**config.mk**
```make
export PLATFORM = sky130hd
export DESIGN_NAME = triumph_ex_alu
export DESIGN_NICKNAME = d
export VERILOG_FILES = /design/src/rtl/triumph_ex_alu.sv
export SDC_FILE = /design/constraint.sdc
export NUM_CORES = 1
export LEC_CHECK = 0
export ABC_CLOCK_PERIOD_IN_PS = 4500
export CORE_MARGIN = 3
export CORE_UTILIZATION = 55
export DETAILED_ROUTE_END_ITERATION = 12
export HOLD_SLACK_MARGIN = 0.15
export PLACE_DENSITY_LB_ADDON = 0.3
export SLEW_MARGIN = 0
export SYNTH_ARGS = -nofsm -noshare
export SYNTH_HDL_FRONTEND = slang
export SYNTH_SLANG_ARGS = --single-unit
```
**constraint.sdc**
```tcl
create_clock -name clk_i -period 4.5 [get_ports clk_i]
set_clock_uncertainty 0.15 [all_clocks]
set_input_delay 0.45 -clock clk_i [delete_from_list [all_inputs] [get_ports clk_i]]
set_output_delay 0.45 -clock clk_i [all_outputs]
set_load 0.03 [all_outputs]
```
**src/rtl/triumph_ex_alu.sv**
```systemverilog
`default_nettype none
// +-----------------------------------------------------------------------------+
// | triumph_ex_alu: 1-cycle integer ALU, optional iterative MUL (TRIUMPH_EX_MUL_EN)
// | Rev 1.0                                                                     |
// +-----------------------------------------------------------------------------+
module triumph_ex_alu #(
    parameter int XLEN  = 32,
    parameter int TAG_W = 5
) (
    input  logic             clk_i,
    input  logic             rst_i,
    input  logic             flush_i,
    input  logic             in_valid_i,
    output logic             in_ready_o,
    input  logic [3:0]       op_type_i,
    input  logic [XLEN-1:0]  op1_data_i,
    input  logic [XLEN-1:0]  op2_data_i,
    input  logic [TAG_W-1:0] tag_i,
    output logic             out_valid_o,
    input  logic             out_ready_i,
    output logic [XLEN-1:0]  op3_data_o,
    output logic [TAG_W-1:0] tag_o,
    output logic             illegal_o
);

    localparam int c_SH_W = $clog2(XLEN);

    logic [XLEN-1:0]   r_res;
    logic [TAG_W-1:0]  r_tag;
    logic              r_ill;
    logic              r_out_valid;

    logic [XLEN-1:0]   w_alu_res;
    logic              w_alu_ill;
    logic [c_SH_W-1:0] w_shamt;
    logic              w_out_free;
    logic              w_accept;
    logic              w_load;
    logic [XLEN-1:0]   w_load_res;
    logic [TAG_W-1:0]  w_load_tag;
    logic              w_load_ill;

    assign w_shamt    = op2_data_i[c_SH_W-1:0];
    assign w_out_free = !r_out_valid || out_ready_i;
    assign w_accept   = in_valid_i && in_ready_o;

    always_comb begin
        w_alu_res = '0;
        w_alu_ill = 1'b0;
        case (op_type_i)
            4'd0:    w_alu_res = op1_data_i + op2_data_i;
            4'd1:    w_alu_res = op1_data_i - op2_data_i;
            4'd2:    w_alu_res = op1_data_i ^ op2_data_i;
            4'd3:    w_alu_res = op1_data_i | op2_data_i;
            4'd4:    w_alu_res = op1_data_i & op2_data_i;
            4'd5:    w_alu_res = op1_data_i << w_shamt;
            4'd6:    w_alu_res = op1_data_i >> w_shamt;
            4'd7:    w_alu_res = $signed(op1_data_i) >>> w_shamt;
            4'd8:    w_alu_res = {{(XLEN-1){1'b0}}, ($signed(op1_data_i) < $signed(op2_data_i))};
            4'd9:    w_alu_res = {{(XLEN-1){1'b0}}, (op1_data_i < op2_data_i)};
`ifdef TRIUMPH_EX_MUL_EN
            4'd10:   w_alu_res = '0;
`endif
            default: w_alu_ill = 1'b1;
        endcase
    end

`ifdef TRIUMPH_EX_MUL_EN
    typedef enum logic [0:0] {
        IDLE     = 1'b0,
        MUL_BUSY = 1'b1
    } state_t;

    localparam int                 c_CNT_W    = c_SH_W + 1;
    localparam logic [c_CNT_W-1:0] c_CNT_LAST = c_CNT_W'(XLEN - 1);

    state_t             r_state;
    state_t             w_state_nxt;
    logic [c_CNT_W-1:0] r_cnt;
    logic [XLEN-1:0]    r_mcand;
    logic [XLEN-1:0]    r_mplier;
    logic [XLEN-1:0]    r_acc;
    logic [TAG_W-1:0]   r_mul_tag;
    logic [XLEN-1:0]    w_acc_nxt;
    logic               w_is_mul;
    logic               w_mul_step;
    logic               w_mul_last;

    assign w_is_mul   = (op_type_i == 4'd10);
    assign w_acc_nxt  = r_acc + (r_mplier[0] ? r_mcand : '0);
    // The final step stalls while an unconsumed result still occupies the output.
    assign w_mul_step = (r_state == MUL_BUSY) && ((r_cnt != c_CNT_LAST) || w_out_free);
    assign w_mul_last = w_mul_step && (r_cnt == c_CNT_LAST);
    assign in_ready_o = (r_state == IDLE) && w_out_free && !flush_i;

    assign w_load     = (w_accept && !w_is_mul) || w_mul_last;
    assign w_load_res = w_mul_last ? w_acc_nxt : w_alu_res;
    assign w_load_tag = w_mul_last ? r_mul_tag : tag_i;
    assign w_load_ill = w_mul_last ? 1'b0 : w_alu_ill;

    always_comb begin
        w_state_nxt = r_state;
        case (r_state)
            IDLE:     if (w_accept && w_is_mul) w_state_nxt = MUL_BUSY;
            MUL_BUSY: if (w_mul_last) w_state_nxt = IDLE;
            default:  w_state_nxt = IDLE;
        endcase
        if (flush_i) w_state_nxt = IDLE;
    end

    always_ff @(posedge clk_i) begin
        if (rst_i) begin
            r_state   <= IDLE;
            r_cnt     <= '0;
            r_mcand   <= '0;
            r_mplier  <= '0;
            r_acc     <= '0;
            r_mul_tag <= '0;
        end else begin
            r_state <= w_state_nxt;
            if (flush_i) begin
                r_cnt <= '0;
            end else if (w_accept && w_is_mul) begin
                r_cnt     <= '0;
                r_mcand   <= op1_data_i;
                r_mplier  <= op2_data_i;
                r_acc     <= '0;
                r_mul_tag <= tag_i;
            end else if (w_mul_step) begin
                r_cnt    <= r_cnt + c_CNT_W'(1);
                r_acc    <= w_acc_nxt;
                r_mcand  <= r_mcand << 1;
                r_mplier <= r_mplier >> 1;
            end
        end
    end
`else
    assign in_ready_o = w_out_free && !flush_i;
    assign w_load     = w_accept;
    assign w_load_res = w_alu_res;
    assign w_load_tag = tag_i;
    assign w_load_ill = w_alu_ill;
`endif

    always_ff @(posedge clk_i) begin
        if (rst_i) begin
            r_out_valid <= 1'b0;
            r_res       <= '0;
            r_tag       <= '0;
            r_ill       <= 1'b0;
        end else if (flush_i) begin
            r_out_valid <= 1'b0;
        end else if (w_load) begin
            r_out_valid <= 1'b1;
            r_res       <= w_load_res;
            r_tag       <= w_load_tag;
            r_ill       <= w_load_ill;
        end else if (out_ready_i) begin
            r_out_valid <= 1'b0;
        end
    end

    assign out_valid_o = r_out_valid;
    assign op3_data_o  = r_res;
    assign tag_o       = r_tag;
    assign illegal_o   = r_ill;

endmodule
`default_nettype wire

```
==> impl_metrics.json <==
{
  "global_route.overflow_total": 0,
  "avgViaCountPerCell": 7.45,
  "drt_first_pass_iters": 10,
  "grt_antenna_before_repair": 0,
  "grt_first_pass_wirelength_mm": 72.0,
  "final_cycle_share": 0.914,
  "final.hold.worst_slack_ns": 0.305,
  "fin_setup_tns_ns": 0,
  "netlist_area_sq_um": 10200,
  "ctsLongestPathBuffers": 2,
  "syn_nets": 1606,
  "pwr_density_cell_nw_per_um2": 179,
  "regToRegSetupSlack_ns": 1.24,
  "number_of_enable_type_register_cells_in_the_synthesized_netlist": 0,
  "share_of_layout_cells_above_drive_strength_1": 0.120,
  "clock-root-buffer": "sky130_fd_sc_hd__clkbuf_16",
  "fmax_mhz": 243,
  "max-slew-margin-rel": 0.193,
  "hold_path.startpoint": "tag_o[1]$_SDFFE_PP0P_",
  "syn_area_per_cell_sq_um": 7.11,
  "ir_drop_mv": 0.167,
  "path_cells": "clkdlybuf4s50_1, inv_1, ha_1, fa_1, nor2_1, o311ai_0, a211oi_1, nor2_2, a21oi_1, buf_4, a311oi_1, nand2_1, nand4_1, a32o_1",
  "wire_length_on_met1_mm": 17.7,
  "netlist_instances": 1428,
  "cp_slowest_stage_delay_ns": 0.56,
  "worst_setup_hold_path_clk_slew_ns": 0.07,
  "timing.rr.start": "out_valid_o$_SDFFE_PP0P_",
  "cell_with_the_largest_stage_delay_on_the_worst_path": "sky130_fd_sc_hd__clkdlybuf4s50_1",
  "grt_pass1_vias": 11900,
  "first_iter_violations": 2411,
  "power.combinational.fraction": 0.648,
  "worst_slew_pin_slew_ns": 1.19,
  "via_count": 13100,
  "totalWireLength_mm": 48.8,
  "rsz0062_at_grt": "false",
  "ys_seq_area_frac": 0.0769,
  "diodes": 0,
  "drt.antenna.violating_nets": 0,
  "std_cell_rows": 49,
  "ctsResizeCount": 0,
  "clock_insertion_delay_worst_skew_ns": 0.29,
  "worst_hold_path_type": "flop to flop",
  "maxCapViolCount": 0,
  "total_switching_power_mw": 1.05,
  "worst_r2r_endpoint": "op3_data_o[28]$_SDFFE_PP0P_",
  "core_region_area_sq_um": 18000,
  "power.share.clock": 0.178,
  "async_flop_share": 0,
  "track_usage": 0.464,
  "ports_placed_on_the_boundary": 118,
  "cellLeakagePower_nw": 4.94,
  "die-width_microns": 142,
  "post-route-min-period_ns": 4.11,
  "pin_count_of_the_biggest_net_entering_global_routing": 78,
  "intPower_mw": 1.07,
  "yosysUniqueCellTypes": 97,
  "switching_share": 0.495,
  "layout-area-overhead-vs-synth_pct": 17.0,
  "die_h_microns": 142,
  "numPortBuffers": 117,
  "status": "finished, final reports clean",
  "htree_num_levels": 2,
  "dr_wl_met3_mm": 8.02,
  "worstHoldPathCells": 2,
  "worst-path-max-fanout": 5,
  "post-route-drc-count": 0,
  "worst-path-buf-inv": 3,
  "layout.cells.most_common": "sky130_fd_sc_hd__nand2_1",
  "die_area_sq_um": 20100,
  "cts-buffers-inserted": 5,
  "share_seq_of_total_power": 0.174,
  "worstSetupEndpointType": "flop",
  "nets": 1702,
  "start_util": 0.564,
  "detailed_place_hpwl_mm": 37.5,
  "crit_path_start_kind": "input pin",
  "top_layer": "met4",
  "detailroute.wirelength.met2_mm": 19.7,
  "cts_hold_buffers": 0,
  "yosys_most_used_dff": "sky130_fd_sc_hd__dfxtp_1",
  "drt-wirelength-per-cell_microns": 27.8,
  "cts_setup_buffers": 0,
  "mostFrequentLayoutCells": "sky130_fd_sc_hd__nand2_1 (158), sky130_fd_sc_hd__nor2_1 (137), sky130_fd_sc_hd__a21oi_1 (125), sky130_fd_sc_hd__clkdlybuf4s50_1 (112), sky130_fd_sc_hd__inv_1 (101)",
  "timing.critical_path.arrival_ns": 4.16,
  "clkSinkCount": 39,
  "worstPathRequired_ns": 4.55,
  "gpl.final_weighted_congestion": 1.16,
  "final-max-slew-violation-count": 0,
  "fillers": 1641,
  "tritoncts_clock_tree": "done",
  "ys_warn_count": 0,
  "hold_end": "tag_o[1]$_SDFFE_PP0P_",
  "delay_heaviest_family_cp": "compound AO/OA/AOI/OAI gates",
  "setup_violations": 0,
  "timing.final.hold_violations": 0,
  "timing.reg2reg.worst_path_depth": 10,
  "critPathKind": "input pin to flop",
  "yosys_register_bits": 39
}
==> power by group through the flow <==
stage	clock (mW)	combinational (mW)	sequential [mW]
after global routing	0.384	1.44	0.370
after global placement	0	1.29	0.376
final	0.379	1.38	0.369
after detailed placement	0	1.30	0.376
after CTS	0.373	1.31	0.368
after floorplan	0	0.798	0.402
==> how the worst max path moves through the flow <==
| stage | start | end | slack, ns | depth (start not counted) |
|---|---|---|---|---|
| after floorplan | op2_data_i[2] | op3_data_o[25]$_SDFFE_PP0P_ | 0.43 | 16 |
| after global placement | op1_data_i[0] | op3_data_o[30]$_SDFFE_PP0P_ | 0.32 | 14 |
| after detailed placement | op1_data_i[0] | op3_data_o[26]$_SDFFE_PP0P_ | 0.26 | 14 |
| after CTS | op1_data_i[1] | op3_data_o[25]$_SDFFE_PP0P_ | 0.57 | 12 |
| after global routing | op1_data_i[0] | op3_data_o[30]$_SDFFE_PP0P_ | 0.26 | 14 |
| final | op1_data_i[0] | op3_data_o[24]$_SDFFE_PP0P_ | 0.39 | 14 |
==> area by class of cell <==
type | instances | area, sq um | area share
Tap cell | 229 | 287 | 0.0241
Timing Repair Buffer | 199 | 1800 | 0.152
Inverter | 104 | 390 | 0.0328
Multi-Input combinational cell | 1175 | 8490 | 0.714
Clock buffer | 6 | 129 | 0.0108
Clock inverter | 2 | 12.5 | 0.00105
Sequential cell | 39 | 781 | 0.0657
==> flip-flops by register name (all words and copies together) (netlist names) <==
name	count
illegal_o	1
tag_o	5
op3_data_o	32
out_valid_o	1
==> metal layers <==
| metal | GRT usage | vias up |
|---|---|---|
| met2 | 0.669 | 1264 |
| met1 | 0.616 | 5935 |
| met4 | 0.228 | 0 |
| met3 | 0.160 | 293 |
| met5 | 0 | - |
| li1 | - | 5567 |
==> cells in the mapped netlist (6+ instances only) <==
| master | number | area share |
|---|---|---|
| sky130_fd_sc_hd__o211a_1 | 6 | 0.0059 |
| sky130_fd_sc_hd__a21o_1 | 22 | 0.016 |
| sky130_fd_sc_hd__nor4_1 | 8 | 0.0049 |
| sky130_fd_sc_hd__buf_1 | 17 | 0.0063 |
| sky130_fd_sc_hd__o22ai_1 | 17 | 0.010 |
| sky130_fd_sc_hd__a22o_1 | 7 | 0.0060 |
| sky130_fd_sc_hd__nand4_1 | 11 | 0.0068 |
| sky130_fd_sc_hd__buf_2 | 17 | 0.0084 |
| sky130_fd_sc_hd__clkbuf_1 | 63 | 0.023 |
| sky130_fd_sc_hd__a32oi_1 | 7 | 0.0060 |
| sky130_fd_sc_hd__or2_2 | 9 | 0.0055 |
| sky130_fd_sc_hd__nor2_1 | 137 | 0.051 |
| sky130_fd_sc_hd__mux2_2 | 13 | 0.014 |
| sky130_fd_sc_hd__nand2b_1 | 9 | 0.0055 |
| sky130_fd_sc_hd__a211o_1 | 7 | 0.0060 |
| sky130_fd_sc_hd__o221ai_1 | 16 | 0.014 |
| sky130_fd_sc_hd__a21oi_1 | 125 | 0.062 |
| sky130_fd_sc_hd__o21bai_1 | 9 | 0.0067 |
| sky130_fd_sc_hd__or3_1 | 7 | 0.0043 |
| sky130_fd_sc_hd__nor2b_1 | 18 | 0.011 |
| sky130_fd_sc_hd__mux4_2 | 33 | 0.073 |
| sky130_fd_sc_hd__o21ai_1 | 11 | 0.0054 |
| sky130_fd_sc_hd__o31ai_1 | 12 | 0.0089 |
| sky130_fd_sc_hd__ha_1 | 98 | 0.12 |
| sky130_fd_sc_hd__dfxtp_1 | 39 | 0.077 |
| sky130_fd_sc_hd__inv_1 | 101 | 0.037 |
| sky130_fd_sc_hd__a211oi_1 | 33 | 0.024 |
| sky130_fd_sc_hd__nand2_1 | 158 | 0.058 |
| sky130_fd_sc_hd__a221oi_1 | 28 | 0.024 |
| sky130_fd_sc_hd__o211ai_1 | 25 | 0.018 |
| sky130_fd_sc_hd__o21ai_0 | 78 | 0.038 |
| sky130_fd_sc_hd__o2111ai_1 | 15 | 0.013 |
| sky130_fd_sc_hd__nor3_1 | 35 | 0.017 |
| sky130_fd_sc_hd__a2111oi_0 | 8 | 0.0069 |
| sky130_fd_sc_hd__a31oi_1 | 12 | 0.0074 |
| sky130_fd_sc_hd__mux2i_1 | 50 | 0.049 |
| sky130_fd_sc_hd__nand3_1 | 25 | 0.012 |
| sky130_fd_sc_hd__a221o_1 | 13 | 0.013 |
| sky130_fd_sc_hd__a22oi_1 | 9 | 0.0067 |
==> through the flow <==
step                 util  setup WS (ns)  cells  instance area [sq um]  power [mW]
finish              0.659          0.387   1754                  11900        2.12
global placement    0.652          0.317   1746                  11700        1.66
floorplan               -          0.427   1428                  10200        1.20
detailed placement  0.652          0.263   1746                  11700        1.68
CTS                 0.659          0.567   1754                  11900        2.05
global route        0.659          0.264   1754                  11900        2.19
==> worst min-delay path, delay by kind of cell (launching register included) <==
kind,cells,cell delay (ns)
DFF,1,0.31
and+or+nand+nor,1,0.05
AOI/OAI and AO/OA,1,0.05
==> logic make-up after synthesis <==
kind of cell	after synthesis	synth area share
compound gates	526	0.366
simple gates	449	0.201
buf+inv	214	0.0904
fa+ha+maj	100	0.125
mux	96	0.137
flops	39	0.0769
xor+xnor	4	0.00345
No activity file was read; power rests on OpenSTA's default activity.
==> variant: new RTL, same flow settings <==
Add a define of `TRIUMPH_EX_MUL_EN`.
--- a/src/rtl/triumph_ex_alu.sv
+++ b/src/rtl/triumph_ex_alu.sv
@@ -5,2 +5,4 @@
 // +-----------------------------------------------------------------------------+
+`define TRIUMPH_EX_MUL_EN
+
 module triumph_ex_alu #(
Function: changed (Yosys sat finds a counterexample within 4 cycles, from zero or initial values and one cycle with rst_i high).
==> variant against the original RTL <==
Worst setup slack improved by 0.026 ns; count of clock-buffer cells in the layout grew 13; global-route usage shrank 4.6 points; sequential cell count is 108 higher; first-iteration DRC count rose by 26%; clock power rose to 3.8 times the old value; total power increased by 100%; routed wire length rose by 40%; critical endpoint is now op3_data_o[22]$_SDFFE_PP0P_; design area is 58% higher; combinational power up 7%; synthesized area up 61%; sequential share of layout area increased by 9.1 points; maximum frequency grew 0.64%.
==> variant: results (changes against the original RTL) <==
metric,value,unit,change
grt_pass1_vias,17200,,+44%
hold_start,op2_data_i[3],,
antenna_found_initial,2,,+2
relSlewSlack,20.4,%,+1.1 points
clkLatencyLatePin,0.44,ns,+0.15 ns
required,4.68,ns,+0.13 ns
grt_max_degree,86,,+10%
htreeDepth,4,,+2
synth.distinct_cells,90,,-7.2%
grt_usage,41.8,%,-4.6 points
fin_nets,2556,,+50%
hold_path.class,input port to register,,
routabilityCongestion,1.05,,-9.1%
syn-num-nets,2490,,+55%
diodes,0,,unchanged
cts_resized,0,,unchanged
dp_cells,2708,,+55%
detail_route.wl_per_cell,25.0,um,-10%
numCtsBuffers,17,,+12
critPathMaxStageDelay,0.54,ns,-0.02 ns
critPathMaxFanout,4,,-1
synth_area_leaders,"dfxtp_1, ha_1, nor2_1",,
fillCellCount,2642,,+61%
yosys-top-cells-count,"nor2_1, nand2_1, a21oi_1, dfxtp_1, clkbuf_1",,
hpwl,52.6,mm,+40%
p_leak,0.00763,uW,+55%
placed_area,18200,um^2,+55%
avgSynthCellArea,7.20,um^2,+1.2%
peakVddDrop,348,uV,+110%
routed_wl,68.4,mm,+40%
synth-seq-area-share,18.0,%,+10 points
grt_pass1_wl,103,mm,+43%
switching_power,1540,uW,+47%
r2r-start,r_mplier[0]$_SDFFE_PP0P_,,
drt_iter0_drc,3028,,+26%
cts-root-buf,clkbuf_16,,
min_path_cells,3,,+1
via_count,18800,,+44%
first_pass_iters,9,,-1
drive_gt1_share,8.96,%,-3.0 points
status,"finished, final reports clean",,
rr_worst_depth,12,,+2
ys_seq_elements,147,,+280%
variant: final timing paths:
path	end	slack [ns]
worst max-delay path	op3_data_o[22]$_SDFFE_PP0P_	0.41
worst min-delay path	r_mplier[3]$_SDFFE_PP0P_	0.27
worst max register to register	op3_data_o[31]$_SDFFE_PP0P_	0.60
worst min register to register	r_mul_tag[1]$_SDFFE_PP0P_	0.31
variant: cell families after synthesis:
kind of cell / count (synthesis) / share of synthesized area (%)
and+or+nand+nor: 846 / 22.8
AOI/OAI and AO/OA: 724 / 30.5
buffers and inverters: 281 / 7.00
DFF: 147 / 18.0
adders and majority gates: 135 / 10.4
muxes: 97 / 8.83
xor gates and xnor gates: 47 / 2.51
variant: tightest hold or removal path, cell delays in order:
cell and delay (ns):
buf_2 0.17, nor2_1 0.12, a311oi_1 0.06
variant: stage by stage:
step	worst slack [ns]	power, uW	util [%]
floorplan	0.558	2240	-
global placement	0.254	2770	62.6
detailed placement	0.129	2770	62.6
CTS	0.563	4220	64.6
global route	0.327	4410	64.6
finish	0.413	4270	64.6
variant: cell type report:
cell class / count / area share [%]
clock inverter: 13 / 0.847
multi-input combinational: 1849 / 65.8
tap: 384 / 2.56
inverter: 104 / 2.08
sequential: 147 / 15.7
clock buffer: 19 / 2.31
timing repair buffer: 224 / 10.7
variant: power by group through the flow:
stage,clock network (uW),registers [uW],logic (uW)
finish,1450,1340,1470
global route,1520,1340,1550
CTS,1460,1340,1410
detailed placement,0,1370,1400
global placement,0,1370,1400
floorplan,0,1400,840
variant: metal layers:
layer	global-route usage (%)	vias up	wire, um
met4	16.7	4	3160
met5	0	-	27
met2	61.4	1291	28500
met3	9.68	215	8670
met1	58.8	8857	28000
li1	-	8482	-
